**src/rtl/cpu_ctrl_pkg.sv**
```systemverilog
// cpu_ctrl_pkg: encodings shared by the pipeline control blocks
package cpu_ctrl_pkg;

    typedef enum logic [1:0] {
        PCSEL_SEQ = 2'd0,
        PCSEL_ID  = 2'd1,
        PCSEL_JR  = 2'd2,
        PCSEL_EXC = 2'd3
    } pc_sel_e;

    typedef enum logic {
        ST_RUN     = 1'b0,
        ST_MD_WAIT = 1'b1
    } state_e;

endpackage

```
**src/rtl/load_use_detect.sv**
```systemverilog
// load_use_detect: flags an ID instruction that needs the result of a load still in EX
module load_use_detect (
    input  logic       ex_memread_i,
    input  logic [4:0] ex_rt_i,
    input  logic [4:0] id_rs_i,
    input  logic [4:0] id_rt_i,
    input  logic       id_uses_rt_i,
    output logic       hazard_o
);

    // r0 is hardwired to zero, so a load into it never creates a dependency
    assign hazard_o = ex_memread_i && (ex_rt_i != 5'd0) &&
                      ((ex_rt_i == id_rs_i) || (id_uses_rt_i && (ex_rt_i == id_rt_i)));

endmodule

```
**src/rtl/hazard_sequencer.sv**
```systemverilog
// hazard_sequencer: stall, flush and next-PC control for the 5-stage pipeline
module hazard_sequencer
    import cpu_ctrl_pkg::*;
#(
    parameter int MD_LAT = 4,
    parameter int CNT_W  = 3
) (
    input  logic       clk,
    input  logic       reset,
    input  logic [4:0] id_rs,
    input  logic [4:0] id_rt,
    input  logic       id_uses_rt,
    input  logic       idex_memread,
    input  logic [4:0] idex_rt,
    input  logic       id_redirect,
    input  logic       ex_jr,
    input  logic       md_start,
    input  logic       irq,
    input  logic       eret,
    output logic       pc_write,
    output logic       ifid_write,
    output logic       ifid_flush,
    output logic       idex_flush,
    output logic       ex_hold,
    output logic [1:0] pc_sel,
    output logic       epc_capture,
    output logic       busy
);

    localparam logic [CNT_W-1:0] MD_LOAD = CNT_W'(MD_LAT - 2);

    state_e           state_q, state_d;
    logic [CNT_W-1:0] cnt_q, cnt_d;
    logic             int_mask_q, int_mask_d;
    logic             load_use;
    logic             take_irq;
    pc_sel_e          sel;

    load_use_detect u_load_use (
        .ex_memread_i (idex_memread),
        .ex_rt_i      (idex_rt),
        .id_rs_i      (id_rs),
        .id_rt_i      (id_rt),
        .id_uses_rt_i (id_uses_rt),
        .hazard_o     (load_use)
    );

    // an eret in the same cycle defers the interrupt so it is taken once, after the mask clears
    assign take_irq = irq && !int_mask_q && !eret;
    assign pc_sel   = sel;
    assign busy     = !reset && (state_q == ST_MD_WAIT);

    always_comb begin
        state_d     = state_q;
        cnt_d       = cnt_q;
        int_mask_d  = eret ? 1'b0 : int_mask_q;
        pc_write    = 1'b1;
        ifid_write  = 1'b1;
        ifid_flush  = 1'b0;
        idex_flush  = 1'b0;
        ex_hold     = 1'b0;
        sel         = PCSEL_SEQ;
        epc_capture = 1'b0;
        if (reset) begin
            pc_write   = 1'b0;
            ifid_write = 1'b0;
        end else if (state_q == ST_MD_WAIT) begin
            pc_write   = 1'b0;
            ifid_write = 1'b0;
            ex_hold    = 1'b1;
            state_d    = (cnt_q == '0) ? ST_RUN : ST_MD_WAIT;
            cnt_d      = (cnt_q == '0) ? cnt_q : cnt_q - 1'b1;
        end else if (take_irq) begin
            epc_capture = 1'b1;
            sel         = PCSEL_EXC;
            ifid_flush  = 1'b1;
            idex_flush  = 1'b1;
            int_mask_d  = 1'b1;
        end else if (ex_jr) begin
            sel        = PCSEL_JR;
            ifid_flush = 1'b1;
            idex_flush = 1'b1;
        end else if (md_start) begin
            pc_write   = 1'b0;
            ifid_write = 1'b0;
            ex_hold    = 1'b1;
            cnt_d      = MD_LOAD;
            state_d    = ST_MD_WAIT;
        end else if (load_use) begin
            pc_write   = 1'b0;
            ifid_write = 1'b0;
            idex_flush = 1'b1;
        end else if (id_redirect) begin
            sel        = PCSEL_ID;
            ifid_flush = 1'b1;
        end
    end

    always_ff @(posedge clk or posedge reset) begin
        if (reset) begin
            state_q    <= ST_RUN;
            cnt_q      <= '0;
            int_mask_q <= 1'b0;
        end else begin
            state_q    <= state_d;
            cnt_q      <= cnt_d;
            int_mask_q <= int_mask_d;
        end
    end

endmodule

```
**config.mk**
```make
export PLATFORM = sky130hd
export DESIGN_NAME = hazard_sequencer
export DESIGN_NICKNAME = d
export VERILOG_FILES = /design/src/rtl/cpu_ctrl_pkg.sv /design/src/rtl/load_use_detect.sv /design/src/rtl/hazard_sequencer.sv
export SDC_FILE = /design/constraint.sdc
export NUM_CORES = 1
export LEC_CHECK = 0
export CAP_MARGIN = 30
export CORE_MARGIN = 4
export CORE_UTILIZATION = 40
export CTS_CLUSTER_DIAMETER = 50
export DETAILED_ROUTE_END_ITERATION = 10
export GPL_TIMING_DRIVEN = 0
export PLACE_DENSITY = 0.84
export SETUP_SLACK_MARGIN = 0.02
export SLEW_MARGIN = 20
export SYNTH_ARGS = -nofsm -noshare
export SYNTH_HDL_FRONTEND = slang
export SYNTH_HIERARCHICAL = 1
export SYNTH_SLANG_ARGS = --single-unit
export TNS_END_PERCENT = 5
```
**constraint.sdc**
```tcl
create_clock -name clk -period 4.95 [get_ports clk]
set_input_delay 0.99 -clock clk [delete_from_list [all_inputs] [get_ports clk]]
set_output_delay 0.99 -clock clk [all_outputs]
set_load 0.05 [all_outputs]
```
==> results.rst, run 1 <==
.. list-table::
   :header-rows: 1

   * - Metric
     - Value
   * - Outcome
     - finished clean
   * - Total setup buffers inserted after CTS
     - 0
   * - Synth cell count leaders
     - sky130_fd_sc_hd__inv_1 (7), sky130_fd_sc_hd__xor2_1 (7), sky130_fd_sc_hd__nor2_1 (6), sky130_fd_sc_hd__dfrtp_1 (5), sky130_fd_sc_hd__a21oi_1 (4)
   * - Library cell used as clock root buffer
     - sky130_fd_sc_hd__clkbuf_4
   * - Via count normalized by instance count
     - ~5.1
   * - Number of max-slew violations in the final report
     - 0
   * - DRC violation count after routing
     - 0
   * - Chip Width
     - around 46 µm
   * - Aggregate global routing overflow
     - 0
   * - Area share of fa/ha/maj cells after synthesis
     - 0.0437
   * - Share of flip-flops with an asynchronous set or reset
     - 1.00
   * - Part of the total power dissipated in combinational logic
     - 0.667
   * - Flop and latch count out of synthesis
     - 5
   * - Slack of the worst reg-to-reg path
     - 3470 ps
   * - Max rail drop VDD
     - approximately 0.00022 V
   * - Startpoint of the worst-slack reg-to-reg timing path
     - cnt_q[0]
   * - Worst slack on hold paths
     - between 500 and 600 ps
   * - Power per Cell Area
     - 379 nW/µm²
   * - XOR/XNOR Fraction of Synth Area
     - 0.153
   * - Die ar.
     - 2100 µm²
   * - Post-Syn Nets
     - 95
   * - Endpoint of the worst hold path
     - cnt_q[0]
   * - Latest clock arrival within the worst-skew pair
     - around 240 ps
   * - Internal power component
     - ~0.00019 W
   * - Ratio of cells with drive above 1 in the final layout
     - 0.114
   * - Endpoint of the most critical register-to-register path
     - cnt_q[0]
   * - Leakage
     - slightly below 0.4 nW
   * - CTS tree
     - built
   * - CP Class
     - in2out
   * - Core area
     - 1320 µm²
   * - Overall die height
     - ~46 µm
   * - Top Ports
     - 33
   * - Fill cells
     - between 100 and 150
   * - Synthesized-area fraction occupied by ao, oa, aoi and oai cells
     - 0.201
   * - CTS Buf Count
     - 3
   * - Maximum number of pins on one net before global-route repair
     - 11
   * - Setup repair after global routing missed its margin
     - false
   * - Startpoint types
     - input port
   * - Post-synth EDFFs
     - 0
   * - Simple logic cell fraction of the synthesized area
     - 0.297
   * - Initial core utilization
     - 0.435
   * - Area used by sequential logic in the layout
     - around 130 µm²
   * - Via total after detailed routing
     - roughly 610
   * - TritonCTS sink count
     - 5
   * - Share of total power in sequential cells
     - 0.201
   * - Proportion of total power due to net switching
     - 0.453
   * - Largest family of logic cells by synthesized area
     - simple AND/OR/NAND/NOR gates
   * - Number of levels in the clock H-tree
     - 1
   * - Fin crit share
     - 0.923
   * - Count of hold-fix buffers inserted at cts
     - 0
   * - Number of cells after detailed placement
     - 116
   * - Psw
     - about 0.00016 W
   * - Worst clock skew
     - ~1.9 ps
   * - Max-slew headroom at the worst pin
     - 0.664
   * - Highest attainable clock frequency
     - around 220 MHz
   * - Violation count after the first detailed-routing iteration
     - 17
   * - Dominant cell type by area after synthesis
     - sky130_fd_sc_hd__dfrtp_1
   * - PostCTS Resize Cnt
     - 0
   * - Final critical path time including I/O delays and setup
     - roughly 4600 ps
   * - Hold violation count in the final report
     - 0
   * - Pin slew with the least headroom to its limit
     - approximately 500 ps
   * - Min-Delay Startpoint
     - cnt_q[0]
   * - Average footprint of a synthesized cell
     - 8.31 µm²
   * - Maximum net fanout on the critical path
     - 3
   * - Cell area after synthesis
     - approximately 570 µm²
   * - Via count of the first global-routing pass
     - about 600
   * - Mean routed wirelength per cell
     - about 12 µm
   * - Global-route wire length before repair
     - around 2.3 mm
   * - Predominant post-synthesis flop cell
     - sky130_fd_sc_hd__dfrtp_1
   * - Combined area of the multi-input logic cells
     - about 400 µm²
   * - Setup TNS Final
     - 0 ps
   * - Length in cells of the worst reg-to-reg path
     - 6
   * - CTS clk-pin slew, worst paths
     - approximately 40 ps
   * - Detailed placement HPWL
     - approximately 1.2 mm
   * - Router iterations before antenna repair
     - 4
   * - Worst-case clock buffer depth
     - 2
   * - Share of cell area taken by muxes after synthesis
     - 0
   * - Number of standard cells in the final layout excluding fillers
     - 120
   * - Type of the most critical hold path
     - reg2reg
   * - Final-stage net count
     - between 100 and 150
   * - Initial antenna violation count
     - 0
   * - Sequential-to-total area share from yosys stat
     - 0.218
   * - Inserted Diodes
     - 0
   * - Warning count from the yosys run
     - 6
   * - Post-route antenna net violation count
     - 0
   * - PortBufs
     - 32
   * - Max-cap viol count
     - 0
   * - Share of power burned in the clock network
     - 0.132
   * - Count of mapped cells out of synthesis
     - 69
   * - Cell types occupying the most area after synthesis
     - sky130_fd_sc_hd__dfrtp_1 (22%), sky130_fd_sc_hd__xor2_1 (11%), sky130_fd_sc_hd__inv_1 (4.6%), sky130_fd_sc_hd__xnor2_1 (4.6%), sky130_fd_sc_hd__ha_1 (4.4%)
   * - Total routed wirelength
     - between 1 and 1.5 mm
   * - Top-area cell type share of the netlist area
     - 0.218
   * - Arrival time of the worst setup path
     - roughly 3600 ps
   * - Crit end category
     - output pin
   * - Placer Congestion
     - 0.810
   * - Overall global routing resource usage
     - 0.152
   * - Worst EP required
     - between 3000 and 4000 ps
   * - Num rows
     - 13
   * - Number of setup violations in the final report
     - 0
   * - Synth cell types
     - 34
   * - Signed area change from the synthesized netlist to the final layout
     - 63.8%
   * - WHS Path Cells
     - 2
==> cells by family (layout without fill, tap and decap cells) <==
family | count (synthesis) | in the layout
buffers and inverters | 10 | 46
AND/OR/NAND/NOR | 26 | 26
AO/OA/AOI/OAI | 16 | 16
XOR/XNOR | 10 | 10
flip-flops | 5 | 5
adder cells (fa/ha/maj) | 2 | 2
==> through the flow <==
step	power [W]	setup WS [ps]	utilization	instance area, µm²
after floorplan	0.000238	1070	-	573
final	0.000356	382	0.712	938
after detailed placement	0.000310	373	0.692	912
after global placement	0.000304	515	0.692	912
after global routing	0.000386	203	0.712	938
after CTS	0.000360	370	0.712	938
==> metal layers <==
metal / global-route usage / part of all wire / vias to the layer above
met1: 0.167 / 0.39 / 271
met5: 0 / 0 / -
met4: 0.0682 / 0.016 / 0
met3: 0.0356 / 0.094 / 2
li1: - / - / 313
met2: 0.269 / 0.50 / 28
==> flip-flops by register name, indices dropped and copies added, names as in the netlist <==
name and cells:
int_mask_q 1, state_q 1, cnt_q 3
==> worst max-delay path: stages <==
cell and delay (ps):
sky130_fd_sc_hd__clkdlybuf4s50_1 470, sky130_fd_sc_hd__or4_1 550, sky130_fd_sc_hd__o21ai_1 140, sky130_fd_sc_hd__a21oi_1 70, sky130_fd_sc_hd__nor2_1 180, sky130_fd_sc_hd__nor3_1 70, sky130_fd_sc_hd__nor2_1 170, sky130_fd_sc_hd__buf_4 140
sky130_fd_sc_hd__clkdlybuf4s50_1 790
==> worst max path at each step <==
stage,from,endpoint,cells after the start
final,idex_rt[1],pc_write,9
after global routing,idex_rt[1],pc_write,9
after CTS,idex_rt[1],pc_write,9
after detailed placement,idex_rt[1],pc_write,9
after global placement,idex_rt[1],pc_write,9
after floorplan,idex_rt[1],pc_write,7
==> cells in the final DEF (no fill, tap or decap), drive strengths merged <==
cell,netlist,layout
a211oi,1,1
a21oi,4,4
a31oi,2,2
and3,2,2
and3b,1,1
buf,3,3
clkbuf,0,4
clkdlybuf4s50,0,32
dfrtp,5,5
ha,2,2
inv,7,7
nand2,2,2
nand2b,2,2
nand3,3,3
nand3b,1,1
nor2,7,7
nor2b,1,1
nor3,2,2
nor3b,1,1
nor4,1,1
nor4b,1,1
o211a,1,1
o21a,1,1
o21ai,3,3
o22ai,1,1
o311ai,1,1
o31ai,2,2
or2,1,1
or4,1,1
xnor2,3,3
xor2,7,7
==> final cells by class <==
type / instances / share of cell area
multi-input cells: 54 / 0.424
repair buffers: 32 / 0.341
flip-flops and latches: 5 / 0.133
clock buffers: 4 / 0.0280
inverters: 7 / 0.0280
plain buffers: 3 / 0.0253
well taps: 15 / 0.0200
==> power groups by stage <==
| stage | logic [W] | clock network (W) | registers [W] |
|---|---|---|---|
| final | 0.000237 | 0.0000469 | 0.0000715 |
| after global routing | 0.000258 | 0.0000531 | 0.0000747 |
| after CTS | 0.000239 | 0.0000498 | 0.0000717 |
| after detailed placement | 0.000238 | 0 | 0.0000723 |
| after global placement | 0.000233 | 0 | 0.0000710 |
| after floorplan | 0.000168 | 0 | 0.0000698 |
Power figures use the tool's default switching activity.
==> inputs of run 2 (changes only) <==
--- a/config.mk
+++ b/config.mk
@@ -12,7 +12,7 @@
 export DETAILED_ROUTE_END_ITERATION = 10
 export GPL_TIMING_DRIVEN = 0
 export PLACE_DENSITY = 0.84
-export SETUP_SLACK_MARGIN = 0.02
+export SETUP_SLACK_MARGIN = 0.15
 export SLEW_MARGIN = 20
 export SYNTH_ARGS = -nofsm -noshare
 export SYNTH_HDL_FRONTEND = slang
==> results of run 2 <==
No change in the layout: final DEF, timing and power equal those of run 1.
==> inputs of run 3 (changes only) <==
--- a/config.mk
+++ b/config.mk
@@ -10,8 +10,8 @@
 export CORE_UTILIZATION = 40
 export CTS_CLUSTER_DIAMETER = 50
 export DETAILED_ROUTE_END_ITERATION = 10
+export DONT_BUFFER_PORTS = 1
 export GPL_TIMING_DRIVEN = 0
-export PLACE_DENSITY = 0.84
 export SETUP_SLACK_MARGIN = 0.15
 export SLEW_MARGIN = 20
 export SYNTH_ARGS = -nofsm -noshare
==> results.rst, run 3 (same netlist as run 1, synthesis figures left out) <==
.. list-table::
   :header-rows: 1

   * - Metric
     - Value
   * - Outcome
     - finished clean
   * - Placer Congestion
     - 0.730 (-9.9%)
   * - Max rail drop VDD
     - 0.000198 V (-10%)
   * - Final critical path time including I/O delays and setup
     - 3980 ps (-592 ps)
   * - Chip Width
     - 45.9 µm (unchanged)
   * - Detailed placement HPWL
     - 1.01 mm (-18%)
   * - Number of setup violations in the final report
     - 0 (unchanged)
   * - Max-slew headroom at the worst pin
     - 0.314 (-0.349)
   * - Largest regs
     - cnt_q: 3 flops, int_mask_q: 1 flops, state_q: 1 flops
   * - Largest register by flop count
     - cnt_q
   * - CTS Buf Count
     - 3 (unchanged)
   * - Worst slack on hold paths
     - 519 ps (-1.61 ps)
   * - Mean routed wirelength per cell
     - 13.5 µm (+14%)
   * - Fin crit share
     - 0.803 (-0.120)
   * - Total setup buffers inserted after CTS
     - 0 (unchanged)
   * - Via count normalized by instance count
     - 5.50 (+7.5%)
   * - Via count of the first global-routing pass
     - 523 (-13%)
   * - Maximum net fanout on the critical path
     - 3 (unchanged)
   * - Post-route antenna net violation count
     - 0 (unchanged)
   * - Aggregate global routing overflow
     - 0 (unchanged)
   * - Global-route wire length before repair
     - 2.04 mm (-11%)
   * - Crit end category
     - output pin
   * - CP Class
     - in2out
   * - Worst clock skew
     - 3.02 ps (+1.13 ps)
   * - Power per Cell Area
     - 499 nW/µm² (+32%)
   * - Startpoint types
     - input port
   * - Via total after detailed routing
     - 484 (-21%)
   * - CTS tree
     - built
   * - Total chip power
     - 0.000309 W (-13%)
   * - PostCTS Resize Cnt
     - 0 (unchanged)
   * - Setup TNS Final
     - 0 ps (unchanged)
   * - Startpoint of the worst-slack reg-to-reg timing path
     - cnt_q[0]
   * - Num rows
     - 13 (unchanged)
   * - Met3 WL post-DR
     - 85 µm (-37%)
   * - Ratio of cells with drive above 1 in the final layout
     - 0.164 (+0.0501)
   * - Number of levels in the clock H-tree
     - 1 (unchanged)
   * - TritonCTS sink count
     - 5 (unchanged)
   * - Signed area change from the synthesized netlist to the final layout
     - 7.86%
   * - CTS clk-pin slew, worst paths
     - 40 ps (about the same)
   * - Uppermost layer routed
     - met4
   * - Top Ports
     - 33 (unchanged)
   * - Arrival time of the worst setup path
     - 2990 ps (-590 ps)
   * - Worst EP required
     - 3960 ps (about the same)
   * - Die ar.
     - 2100 µm² (unchanged)
   * - Min-Delay Startpoint
     - cnt_q[2]
   * - Max-cap viol count
     - 0 (unchanged)
   * - Leakage
     - 0.267 nW (-31%)
   * - Inserted Diodes
     - 0 (unchanged)
   * - Number of max-slew violations in the final report
     - 0 (unchanged)
   * - DRC violation count after routing
     - 0 (unchanged)
   * - PortBufs
     - 0 (-100%)
   * - Latest clock arrival within the worst-skew pair
     - 240 ps (about the same)
   * - Router iterations before antenna repair
     - 2 (-2)
   * - Maximum number of pins on one net before global-route repair
     - 11 (unchanged)
   * - Total routed wirelength
     - 1.19 mm (-16%)
   * - Initial core utilization
     - 0.435 (unchanged)
   * - Setup repair after global routing missed its margin
     - false
   * - Core area
     - 1320 µm² (unchanged)
   * - Library cell used as clock root buffer
     - sky130_fd_sc_hd__clkbuf_4
   * - Count of hold-fix buffers inserted at cts
     - 0 (unchanged)
   * - Pin slew with the least headroom to its limit
     - 1030 ps (+529 ps)
   * - Start point of the critical path
     - idex_rt[1]
   * - Commonest cells after routing, fill and taps aside
     - sky130_fd_sc_hd__inv_1 (7), sky130_fd_sc_hd__xor2_1 (7), sky130_fd_sc_hd__nor2_1 (6), sky130_fd_sc_hd__dfrtp_1 (5), sky130_fd_sc_hd__a21oi_1 (4)
   * - Type of the most critical hold path
     - reg2reg
   * - Overall global routing resource usage
     - 0.131 (-0.0203)
   * - Wl on met1
     - 512 µm (-6.7%)
   * - Hold violation count in the final report
     - 0 (unchanged)
   * - Initial antenna violation count
     - 0 (unchanged)
   * - Fill cells
     - 133 (+27%)
   * - Final-stage net count
     - 100 (-24%)
   * - Worst-case clock buffer depth
     - 2 (unchanged)
   * - Met2 routed WL
     - 572 µm (-20%)
   * - Number of flip-flops in the largest register
     - 3 (unchanged)
   * - Highest attainable clock frequency
     - 252 MHz (+15%)
   * - Overall die height
     - 45.9 µm (unchanged)
   * - Violation count after the first detailed-routing iteration
     - 3 (-14)
-- run 3: cell types whose count changed in the layout (fill, tap and decap cells not counted), sizes merged --
cell           change
clkdlybuf4s50     -32
-- run 3: power breakdown --
part / internal (W) / switching (W) / total (W)
registers: 0.0000599 / 0.0000134 / 0.0000733
clock network: 0.0000305 / 0.0000169 / 0.0000474
logic: 0.0000650 / 0.000123 / 0.000188
total: 0.000155 / 0.000153 / 0.000309
-- run 3: final timing paths --
kind	endpoint	slack, ps	depth (start not counted)
max	pc_write	970	7
min	cnt_q[2]	520	2
max reg2reg	cnt_q[0]	3450	6
max in group asynchronous	state_q	4210	1
min reg2reg	cnt_q[2]	520	2
min in group asynchronous	int_mask_q	550	1
-- run 3: final cells by class --
type	count	area (µm²)	area share
plain buffers	3	23.8	0.0385
clock buffers	4	26.3	0.0425
inverters	7	26.3	0.0425
multi-input cells	54	398	0.644
flip-flops and latches	5	125	0.202
well taps	15	18.8	0.0304
-- run 3: layer usage --
metal / global-route usage / vias up
met4: 0.0852 / 0
met5: 0 / -
met3: 0.0237 / 2
met1: 0.161 / 217
met2: 0.206 / 18
li1: - / 247
-- run 3: metrics by stage --
| stage | cells | setup slack, ps | util | instance area, µm² |
|---|---|---|---|---|
| 5_1_grt | 88 | 851 | 0.469 | 618 |
| 3_3_place_gp | 84 | 980 | 0.449 | 592 |
| 3_5_place_dp | 84 | 976 | 0.449 | 592 |
| 4_1_cts | 88 | 972 | 0.469 | 618 |
| 2_1_floorplan | 69 | 1070 | - | 573 |
| 6_report | 88 | 974 | 0.469 | 618 |
-- run 3: critical path, stage by stage --
cell and delay, ps:
sky130_fd_sc_hd__or4_1 500, sky130_fd_sc_hd__o21ai_1 140, sky130_fd_sc_hd__a21oi_1 70, sky130_fd_sc_hd__nor2_1 160
sky130_fd_sc_hd__nor3_1 70, sky130_fd_sc_hd__nor2_1 720, sky130_fd_sc_hd__buf_4 340
